===== src/rtl/seq_pkg.sv =====
// Shared encodings for the serial bit transmitter and the sequence detector benches.
package seq_pkg;

  // State encodings, also referenced by the detector benches.
  localparam logic [1:0] IDLE  = 2'd0;
  localparam logic [1:0] SHIFT = 2'd1;
  localparam logic [1:0] GAP   = 2'd2;

  typedef enum logic [1:0] {
    StIdle  = IDLE,
    StShift = SHIFT,
    StGap   = GAP
  } tx_state_e;

  // Line level when no frame bit is being driven.
  localparam logic IDLE_BIT_DEFAULT = 1'b0;

endpackage


===== src/rtl/seq_bit_tx_shreg.sv =====
// Load/shift register for the transmitter. On load the used field is left-aligned
// so bit len-1 lands on the MSB; that first bit leaves immediately through load_msb_o
// and the register keeps only the bits still to be sent.
module seq_bit_tx_shreg #(
  parameter int unsigned WIDTH = 16,
  parameter int unsigned LW    = $clog2(WIDTH + 1)
) (
  input  logic             clk_i,
  input  logic             rst_ni,
  input  logic             load_i,
  input  logic             shift_i,
  input  logic [WIDTH-1:0] data_i,
  input  logic [LW-1:0]    len_i,
  output logic             load_msb_o,
  output logic             shift_msb_o
);

  logic [WIDTH-1:0] aligned;
  logic [WIDTH-1:0] data_q, data_d;
  logic [LW-1:0]    shamt;

  // Left-align the used field; bits above len-1 fall off the top.
  always_comb begin
    shamt   = LW'(WIDTH) - len_i;
    aligned = data_i << shamt;
  end

  assign load_msb_o  = aligned[WIDTH-1];
  assign shift_msb_o = data_q[WIDTH-1];

  // Next contents: load drops the bit already sent, shift advances one position.
  always_comb begin
    data_d = data_q;
    if (load_i) begin
      data_d = {aligned[WIDTH-2:0], 1'b0};
    end else if (shift_i) begin
      data_d = {data_q[WIDTH-2:0], 1'b0};
    end
  end

  // Shift register storage with synchronous active-low reset.
  always_ff @(posedge clk_i) begin
    if (!rst_ni) begin
      data_q <= '0;
    end else begin
      data_q <= data_d;
    end
  end

endmodule


===== src/rtl/seq_bit_tx.sv =====
// Serial bit-stream transmitter: accepts a word plus bit count over valid/ready,
// sends the used bits MSB-first one per clock, then idles GAP_CYCLES cycles.
module seq_bit_tx
  import seq_pkg::*;
#(
  parameter int unsigned WIDTH      = 16,
  parameter int unsigned GAP_CYCLES = 2,
  parameter logic        IDLE_BIT   = IDLE_BIT_DEFAULT,
  parameter int unsigned LW         = $clog2(WIDTH + 1)
) (
  input  logic             clk,
  input  logic             rst,
  input  logic [WIDTH-1:0] in_data,
  input  logic [LW-1:0]    in_len,
  input  logic             in_valid,
  output logic             in_ready,
  output logic             dout,
  output logic             dout_valid,
  output logic             tx_done,
  output logic             busy
);

  localparam int unsigned GW = (GAP_CYCLES > 0) ? $clog2(GAP_CYCLES + 1) : 1;
  localparam logic [GW-1:0] GapLoad = GW'((GAP_CYCLES > 0) ? GAP_CYCLES - 1 : 0);

  tx_state_e     state_q, state_d;
  logic [LW-1:0] bit_cnt_q, bit_cnt_d;
  logic [GW-1:0] gap_cnt_q, gap_cnt_d;
  logic          dout_q, dout_d;
  logic          dout_valid_q, dout_valid_d;
  logic          tx_done_q, tx_done_d;
  logic [LW-1:0] len_clamp;
  logic          load, shift;
  logic          load_msb, shift_msb;

  assign len_clamp  = (in_len > LW'(WIDTH)) ? LW'(WIDTH) : in_len;
  // Gated by reset so nothing looks acceptable while reset is held.
  assign in_ready   = (state_q == StIdle) && rst;
  assign busy       = (state_q != StIdle);
  assign dout       = dout_q;
  assign dout_valid = dout_valid_q;
  assign tx_done    = tx_done_q;

  seq_bit_tx_shreg #(
    .WIDTH (WIDTH),
    .LW    (LW)
  ) u_shreg (
    .clk_i       (clk),
    .rst_ni      (rst),
    .load_i      (load),
    .shift_i     (shift),
    .data_i      (in_data),
    .len_i       (len_clamp),
    .load_msb_o  (load_msb),
    .shift_msb_o (shift_msb)
  );

  // Next state, counters and registered-output values.
  // bit_cnt_q counts bits still to send after the one currently on dout.
  always_comb begin
    state_d      = state_q;
    bit_cnt_d    = bit_cnt_q;
    gap_cnt_d    = gap_cnt_q;
    dout_d       = IDLE_BIT;
    dout_valid_d = 1'b0;
    tx_done_d    = 1'b0;
    load         = 1'b0;
    shift        = 1'b0;
    case (state_q)
      StIdle: begin
        if (in_valid) begin
          if (len_clamp == '0) begin
            tx_done_d = 1'b1;
          end else begin
            load         = 1'b1;
            state_d      = StShift;
            bit_cnt_d    = len_clamp - LW'(1);
            dout_d       = load_msb;
            dout_valid_d = 1'b1;
            tx_done_d    = (len_clamp == LW'(1));
          end
        end
      end
      StShift: begin
        if (bit_cnt_q == '0) begin
          state_d   = (GAP_CYCLES > 0) ? StGap : StIdle;
          gap_cnt_d = GapLoad;
        end else begin
          shift        = 1'b1;
          bit_cnt_d    = bit_cnt_q - LW'(1);
          dout_d       = shift_msb;
          dout_valid_d = 1'b1;
          tx_done_d    = (bit_cnt_q == LW'(1));
        end
      end
      StGap: begin
        if (gap_cnt_q == '0) begin
          state_d = StIdle;
        end else begin
          gap_cnt_d = gap_cnt_q - GW'(1);
        end
      end
      default: state_d = StIdle;
    endcase
  end

  // State and output registers; reset drops any frame in flight.
  always_ff @(posedge clk) begin
    if (!rst) begin
      state_q      <= StIdle;
      bit_cnt_q    <= '0;
      gap_cnt_q    <= '0;
      dout_q       <= IDLE_BIT;
      dout_valid_q <= 1'b0;
      tx_done_q    <= 1'b0;
    end else begin
      state_q      <= state_d;
      bit_cnt_q    <= bit_cnt_d;
      gap_cnt_q    <= gap_cnt_d;
      dout_q       <= dout_d;
      dout_valid_q <= dout_valid_d;
      tx_done_q    <= tx_done_d;
    end
  end

endmodule


===== config.mk =====
export PLATFORM = sky130hd
export DESIGN_NAME = seq_bit_tx
export DESIGN_NICKNAME = d
export VERILOG_FILES = /design/src/rtl/seq_pkg.sv /design/src/rtl/seq_bit_tx_shreg.sv /design/src/rtl/seq_bit_tx.sv
export SDC_FILE = /design/constraint.sdc
export NUM_CORES = 1
export LEC_CHECK = 0
export CORE_ASPECT_RATIO = 0.5
export CORE_MARGIN = 8
export CORE_UTILIZATION = 55
export CTS_BUF_LIST = sky130_fd_sc_hd__clkbuf_16
export DETAILED_ROUTE_END_ITERATION = 8
export GPL_TIMING_DRIVEN = 0
export PLACE_DENSITY = 0.8
export REMOVE_ABC_BUFFERS = 1
export SLEW_MARGIN = 20
export SYNTH_ARGS = -nofsm -noshare
export SYNTH_HDL_FRONTEND = slang
export SYNTH_SLANG_ARGS = --single-unit
export TNS_END_PERCENT = 30

===== constraint.sdc =====
create_clock -name clk -period 3.34 [get_ports clk]
set_input_delay 0.501 -clock clk [delete_from_list [all_inputs] [get_ports clk]]
set_output_delay 0.501 -clock clk [all_outputs]
set_load 0.01 [all_outputs]

==> results of run 1 <==
## what timing repair did
action                     CTS  global route
buffers inserted             1             3
pin swaps                    0             1
setup endpoints to repair   24            21
gates resized for setup      2             3
gates cloned                 1             0
## cell type report
cell class | count | area, sq um | share of cell area, %
Sequential cell | 27 | 541 | 21.9
Tap cell | 51 | 63.8 | 2.58
Clock inverter | 1 | 3.75 | 0.152
Clock buffer | 3 | 75.1 | 3.04
Multi-Input combinational cell | 205 | 1450 | 58.5
Timing Repair Buffer | 32 | 313 | 12.7
Inverter | 7 | 30.0 | 1.21
## sequential cells by signal (all words and copies together) (netlist names)
signal          count
gap_cnt_q           2
state_q             2
dout_valid          1
tx_done             1
dout                1
u_shreg.data_q     15
bit_cnt_q           5
## critical path, stage by stage
cell and delay [ps]:
clkdlybuf4s50_1 490, nor2b_4 170, buf_4 210, ha_2 640
mux2_2 400, o21ai_0 260, mux2_2 240, o22ai_1 80
o21bai_1 160
## cell families (layout without fill, tap and decap cells)
group	after synthesis	after routing	share of synthesized area, %
fa+ha+maj	7	7	4.19
mux	27	27	15.3
simple gates	85	86	23.5
xor+xnor	2	2	1.74
flops	27	27	25.9
buf+inv	23	43	5.86
compound gates	83	83	23.5
## through the flow
stage | instance area [sq um] | power [W] | hold slack, ps
2_1_floorplan | 1990 | 0.000674 | 432
5_1_grt | 2470 | 0.00114 | 501
4_1_cts | 2440 | 0.00107 | 460
3_3_place_gp | 2340 | 0.000786 | 442
3_5_place_dp | 2340 | 0.000797 | 449
6_report | 2470 | 0.00108 | 459
## worst max-delay path by stage
stage	to	cells after the start
6_report	u_shreg.data_q[15]	9
5_1_grt	u_shreg.data_q[1]	12
4_1_cts	u_shreg.data_q[1]	12
3_5_place_dp	u_shreg.data_q[1]	12
3_3_place_gp	u_shreg.data_q[1]	12
2_1_floorplan	u_shreg.data_q[1]	11
## power groups by stage
stage / clock network [W] / logic [W] / registers, W
6_report: 0.000271 / 0.000413 / 0.000397
5_1_grt: 0.000284 / 0.000459 / 0.000401
4_1_cts: 0.000274 / 0.000401 / 0.000396
3_5_place_dp: 0 / 0.000395 / 0.000402
3_3_place_gp: 0 / 0.000385 / 0.000401
2_1_floorplan: 0 / 0.000278 / 0.000396
## metal layers
metal / vias up / wire (microns) / GRT usage (%)
met5: - / 0 / 0
met4: 0 / 26 / 3.26
met3: 2 / 459 / 3.16
met2: 88 / 2360 / 29.1
met1: 919 / 2370 / 23.4
li1: 971 / - / -
## layout by cell type, fill, tap and decap left out, types with 3 or more instances in the layout
| master | n |
|---|---|
| o211ai_1 | 3 |
| a211oi_1 | 5 |
| a31oi_1 | 5 |
| clkbuf_16 | 3 |
| mux2_2 | 6 |
| o211a_1 | 3 |
| a21oi_1 | 12 |
| inv_1 | 7 |
| o21ai_0 | 40 |
| nand3_1 | 5 |
| nor2_1 | 11 |
| nand2_2 | 3 |
| nor2b_1 | 8 |
| and2_1 | 7 |
| mux2i_1 | 17 |
| buf_4 | 4 |
| clkdlybuf4s50_1 | 27 |
| o22ai_1 | 5 |
| ha_1 | 5 |
| dfxtp_1 | 27 |
| nand4_1 | 3 |
| nand3b_1 | 3 |
| nand2_1 | 23 |
| mux4_2 | 3 |
| nor3_1 | 5 |
==> key figures, run 1 <==
Drt
  – 1st-iter DRT viols: about 200
  – Via Count: roughly 2000
  – Total Routed Length: 5210 microns
  – DR WL/cell: 16.0 microns
  – Post-detailed-route count of antenna-violating nets: 0
  – 1st-pass router iterations: 4
  – Vias/cell: 6.07
  – DRC: 0

Global route
  – Vias in the first global route: 1887
  – Initial antenna violation count: 0
  – GRT overflow: 0
  – Largest net degree at the start of global routing: 30
  – Global-route wire length before repair: 8730 microns
  – Tot GR Track Use: 17.6%

Critical path
  – WP data arrival: ~3200 ps
  – Worst endpoint required time: 3490 ps
  – FF-to-FF Start: state_q[0]
  – CP startpoint: in_len[0]
  – Worst R2R Path Depth: 6
  – Worst setup EP type: register
  – Startpoint types: input pin
  – R2R setup slack: 1090 ps
  – Worst R2R End: bit_cnt_q[3]
  – Crit-path max FO: 21
  – Setup CP Type: in -> reg

Timing
  – Clock skew: 2.60 ps
  – Final WS setup: 319 ps
  – Fin crit share: approximately nine tenths
  – Hold Vio Cnt, Final: 0
  – Least-Margin Pin Slew: 834 ps
  – Setup TNS: 0 ps
  – Max_slew headroom: 44.3%
  – Final Max Tran Viols: 0
  – F_max: 0.331 GHz
  – RSZ-0062 raised after global routing: false
  – Minimum clock period: 3020 ps
  – Final setup vio count: 0

Power and ir drop
  – Seq pwr share: 36.8%
  – Net Sw Frac: 34.1%
  – Power Density: 437 nW/um^2
  – Clock Power Share: 25.0%
  – LEAKAGE: between 0.9 and 1 nW
  – Power share of the combinational group: 38.2%
  – Sw power: 0.000368 W
  – VDD IR max: 241 uV
  – P_int: 0.000712 W

Logic synthesis
  – Average instance area after synthesis: 8.23 sq um
  – Synth Register Bits: 27
  – Post-synth top area share: between 20% and 30%
  – Synth Instances: about 250
  – Ys flop type: dfxtp_1
  – Synth warn: 0
  – Top-count cell post-synth: o21ai_0
  – Seq/Total Area, Yosys: around 26%
  – Post-synthesis cell type count: 52
  – Most instantiated cells after synthesis: 40 x o21ai_0, 27 x dfxtp_1, 23 x nand2_1
  – Number of synthesized flops with an enable pin: 0
  – Post-synth top area cell: dfxtp_1
  – Post-synthesis cell area: ~2100 sq um
  – Post-synth ARST share: 0%
  – Ranking of synthesized cells by area: dfxtp_1 26%, o21ai_0 9.6%, mux2i_1 8.1%

Layout
  – Nets: 307
  – P&R area growth vs syn: 18.3%
  – Share of layout cells above drive strength 1: 12.4%
  – Final core utilization: 70.1%
  – Diode count: 0
  – FILL cells: between 200 and 300
  – Final non-filler cell total: 326

Die
  – Core Region: 3530 sq um
  – Starting Density: 59.3%
  – Die height: 59.6 microns
  – Die footprint: 6150 sq um
  – IO Pins: 29
  – Row count: 15
  – Chip width: 103 microns

Placement
  – GP Congestion: roughly 0.89
  – Port buffer count: 28
  – DPL Wire Length: 3670 microns
  – Placed cells: 317
  – Placement Setup Slack: -1090 ps

CTS
  – CTS tree: done
  – Clk_lat worst skew: between 200 and 300 ps
  – Max Buffers Root-to-Sink: 2
  – CTS buffer count: 3
  – Worst-path clk slew: 70 ps
  – Clk sinks: 27
  – Clk root buf: clkbuf_16
  – # hold bufs at CTS: 0
  – H-tree levels: 1

Min path
  – Worst hold start: u_shreg.data_q[1]
  – Min-Delay Path Depth: 2
  – Worst Hold Class: reg -> reg
  – Worst Hold Endpoint: u_shreg.data_q[1]

Job
  – Max Cap Viol: 0

Outcome
  – Run status: complete, no violations
(Power assumes the default switching activity.)
==> run 2, diff against run 1 <==
Settings changed: ABC_AREA set to 1.
==> run 2 against run 1 <==
Compared with the run above:
- synthesized area is 4.7% higher
- core utilization decreased by 3.4 points
- clock power hardly changed
- register-to-register slack improved by 430 ps
- non-clock buffer count down 2
- power grew 2.7%
- critical path type unchanged
- critical endpoint is now u_shreg.data_q[7]
==> key figures, run 2 <==
Timing
  – Minimum clock period: between 3000 and 4000 ps
  – Hold Vio Cnt, Final: 0
  – Final setup vio count: 0
  – Final Max Tran Viols: 0
  – Fin crit share: a little over nine tenths
  – F_max: 0.320 GHz
  – Max_slew headroom: 54.8%
  – Clock skew: about 5.7 ps
  – Worst hold slack: 469 ps
  – RSZ-0062 raised after global routing: false
  – Least-Margin Pin Slew: 676 ps

Global route
  – Tot GR Track Use: roughly 17%
  – Largest net degree at the start of global routing: 22
  – Initial antenna violation count: 0
  – GRT overflow: 0
  – Vias in the first global route: 1991
  – Global-route wire length before repair: 9200 microns

Drt
  – Total Routed Length: 5710 microns
  – DRC: 0
  – 1st-pass router iterations: 5
  – Via Count: 2400
  – 1st-iter DRT viols: 193
  – Vias/cell: around 5.6
  – DR WL/cell: 13.4 microns
  – Post-detailed-route count of antenna-violating nets: 0

Power and ir drop
  – Seq pwr share: between 30 and 40%
  – Sw power: about 0.00042 W
  – VDD IR max: 557 uV
  – P_int: 0.000693 W
  – Net Sw Frac: 37.6%
  – Power Density: 431 nW/um^2
  – LEAKAGE: roughly 1.2 nW
  – Clock Power Share: 24.2%
  – Power share of the combinational group: 40.4%

Layout
  – Diode count: 0
  – Biggest regs: u_shreg.data_q x15, bit_cnt_q x5
  – Nets: around 410
  – Final non-filler cell total: about 430
  – FILL cells: 355
  – Share of layout cells above drive strength 1: about a tenth
  – P&R area growth vs syn: 17.7%
  – Most common cell after layout, fill and taps aside: nand3_1
  – Most flops, register: u_shreg.data_q
  – Max FFs per register: 15
  – Most frequent cells in the layout: 94 x nand3_1, 78 x nand2_1, 42 x inv_1

Logic synthesis
  – Post-synth ARST share: 0%
  – Post-synth top area cell: dfxtp_1
  – Post-synthesis cell type count: 29
  – Number of synthesized flops with an enable pin: 0
  – Top-count cell post-synth: nand3_1
  – Ranking of synthesized cells by area: dfxtp_1 25%, nand3_1 21%, nand2_1 14%
  – Most instantiated cells after synthesis: 94 x nand3_1, 79 x nand2_1, 41 x inv_1
  – Synth Register Bits: 27
  – Post-synthesis cell area: 2190 sq um
  – Average instance area after synthesis: 6.18 sq um
  – Seq/Total Area, Yosys: 24.7%
  – Synth warn: 0
  – Post-synth top area share: about a quarter
  – Synth Instances: 354
  – Ys flop type: dfxtp_1

Die
  – Chip width: between 100 and 150 microns
  – Starting Density: between 50% and 60%
  – IO Pins: 29
  – Die height: 60.6 microns
  – Core Region: 3860 sq um
  – Die footprint: 6380 sq um
  – Row count: 16

Critical path
  – Startpoint types: input pin
  – CP peak stage delay: 610 ps
  – Worst Path Buf+Inv: 3
  – Worst setup EP type: register
  – Worst endpoint required time: 3490 ps
  – Slowest CP cell: ha_2
  – Setup CP Type: in -> reg
  – Crit-path max FO: 21
  – Critical Path, Cell by Cell: clkdlybuf4s50_1 > nor2_4 > nand2_2 > nand2_8 > nand2_8 > inv_1 > ha_2 > inv_1 > nand3_1 > nand3_1 > nand3_1 > nand2_1 > nand2_1 > nand2_1
  – Top delay family on crit path: simple AND/OR/NAND/NOR gates
  – WP data arrival: 3280 ps

CTS
  – Clk root buf: clkbuf_16
  – Worst-path clk slew: about 60 ps
  – # hold bufs at CTS: 0
  – CTS buffer count: 3
  – CTS tree: done
  – Max Buffers Root-to-Sink: 2
  – Clk_lat worst skew: roughly 260 ps
  – Clk sinks: 27
  – H-tree levels: 1

Placement
  – DPL Wire Length: 4180 microns
  – GP Congestion: 0.885
  – Port buffer count: 28
  – Placed cells: 420

Outcome
  – Run status: complete, no violations

Job
  – Max Cap Viol: 0

Min path
  – Worst Hold Class: reg -> reg
-- run 2: cell count changes in the layout (fill, tap and decap cells not counted), moves of 4 or more --
cell,change
nor3_1,-4
inv_1,+35
o22ai_1,-4
mux2i_1,-17
o21ai_0,-12
nor2b_1,-8
and2_1,-7
nand3_1,+89
mux2_2,-6
nand2_1,+55
-- run 2: layout make-up --
class | instances | area (sq um) | share of cell area [%]
multi-input cells | 266 | 1410 | 54.8
flip-flops and latches | 27 | 541 | 21.0
clock buffers | 3 | 75.1 | 2.91
clock inverters | 1 | 3.75 | 0.146
well taps | 54 | 67.6 | 2.62
repair buffers | 30 | 297 | 11.5
inverters | 45 | 173 | 6.70
repair inverters | 1 | 7.51 | 0.291
-- run 2: worst register-to-register path, delay by kind of cell, from the launching register on --
kind	cells	cell delay [ps]
AND/OR/NAND/NOR	4	390
buffers and inverters	5	640
AO/OA/AOI/OAI	1	160
flip-flops	1	380
adder cells (fa/ha/maj)	1	200
-- run 2: metal layers --
layer  global-route usage, %  part of all wire [%]  vias up
met5                       0                     0        -
met4                    3.41                  0.67        0
met3                    3.92                   8.5        6
met2                    27.7                    44       80
met1                    23.5                    47     1100
li1                        -                     -     1214
-- run 2: kinds of logic (layout without fill, tap and decap cells) --
family | Yosys count | count (layout) | share of synthesized area, %
buffers and inverters | 61 | 80 | 12.6
and+or+nand+nor | 208 | 208 | 45.7
xor gates and xnor gates | 1 | 1 | 0.400
adders and majority gates | 7 | 7 | 4.00
AOI/OAI and AO/OA | 50 | 50 | 12.6
DFF | 27 | 27 | 24.7
-- run 2: stage by stage --
step                TNS [ps]  instance area, sq um  total power, W  utilization, %  setup WS (ps)
floorplan                  0                  2080        0.000690               -            634
global placement      -17700                  2430        0.000813            62.9           -930
detailed placement    -18230                  2430        0.000823            62.9           -937
CTS                        0                  2530         0.00110            65.5           8.70
global route               0                  2580         0.00119            66.7           26.3
finish                     0                  2580         0.00111            66.7            214
-- run 2: power by group through the flow --
stage / Sequential (W) / Combinational (W) / Clock (W)
2_1_floorplan: 0.000395 / 0.000295 / 0
3_3_place_gp: 0.000396 / 0.000416 / 0
5_1_grt: 0.000399 / 0.000503 / 0.000284
6_report: 0.000393 / 0.000449 / 0.000268
4_1_cts: 0.000392 / 0.000433 / 0.000272
3_5_place_dp: 0.000399 / 0.000424 / 0
-- run 2: what timing repair did --
| action | CTS | global route |
|---|---|---|
| pin swaps | 0 | 3 |
| buffers inserted | 0 | 2 |
| gates resized for setup | 7 | 5 |
| gates cloned | 0 | 1 |
| endpoints found under the setup margin | 23 | 20 |
-- run 2: worst paths after layout --
kind	from	to	slack (ps)	cells past startpoint
worst max register to register	bit_cnt_q[0]	u_shreg.data_q[13]	1520	11
worst max-delay path	in_len[2]	u_shreg.data_q[7]	210	14
worst min register to register	u_shreg.data_q[8]	u_shreg.data_q[8]	470	2
worst min-delay path	u_shreg.data_q[8]	u_shreg.data_q[8]	470	2
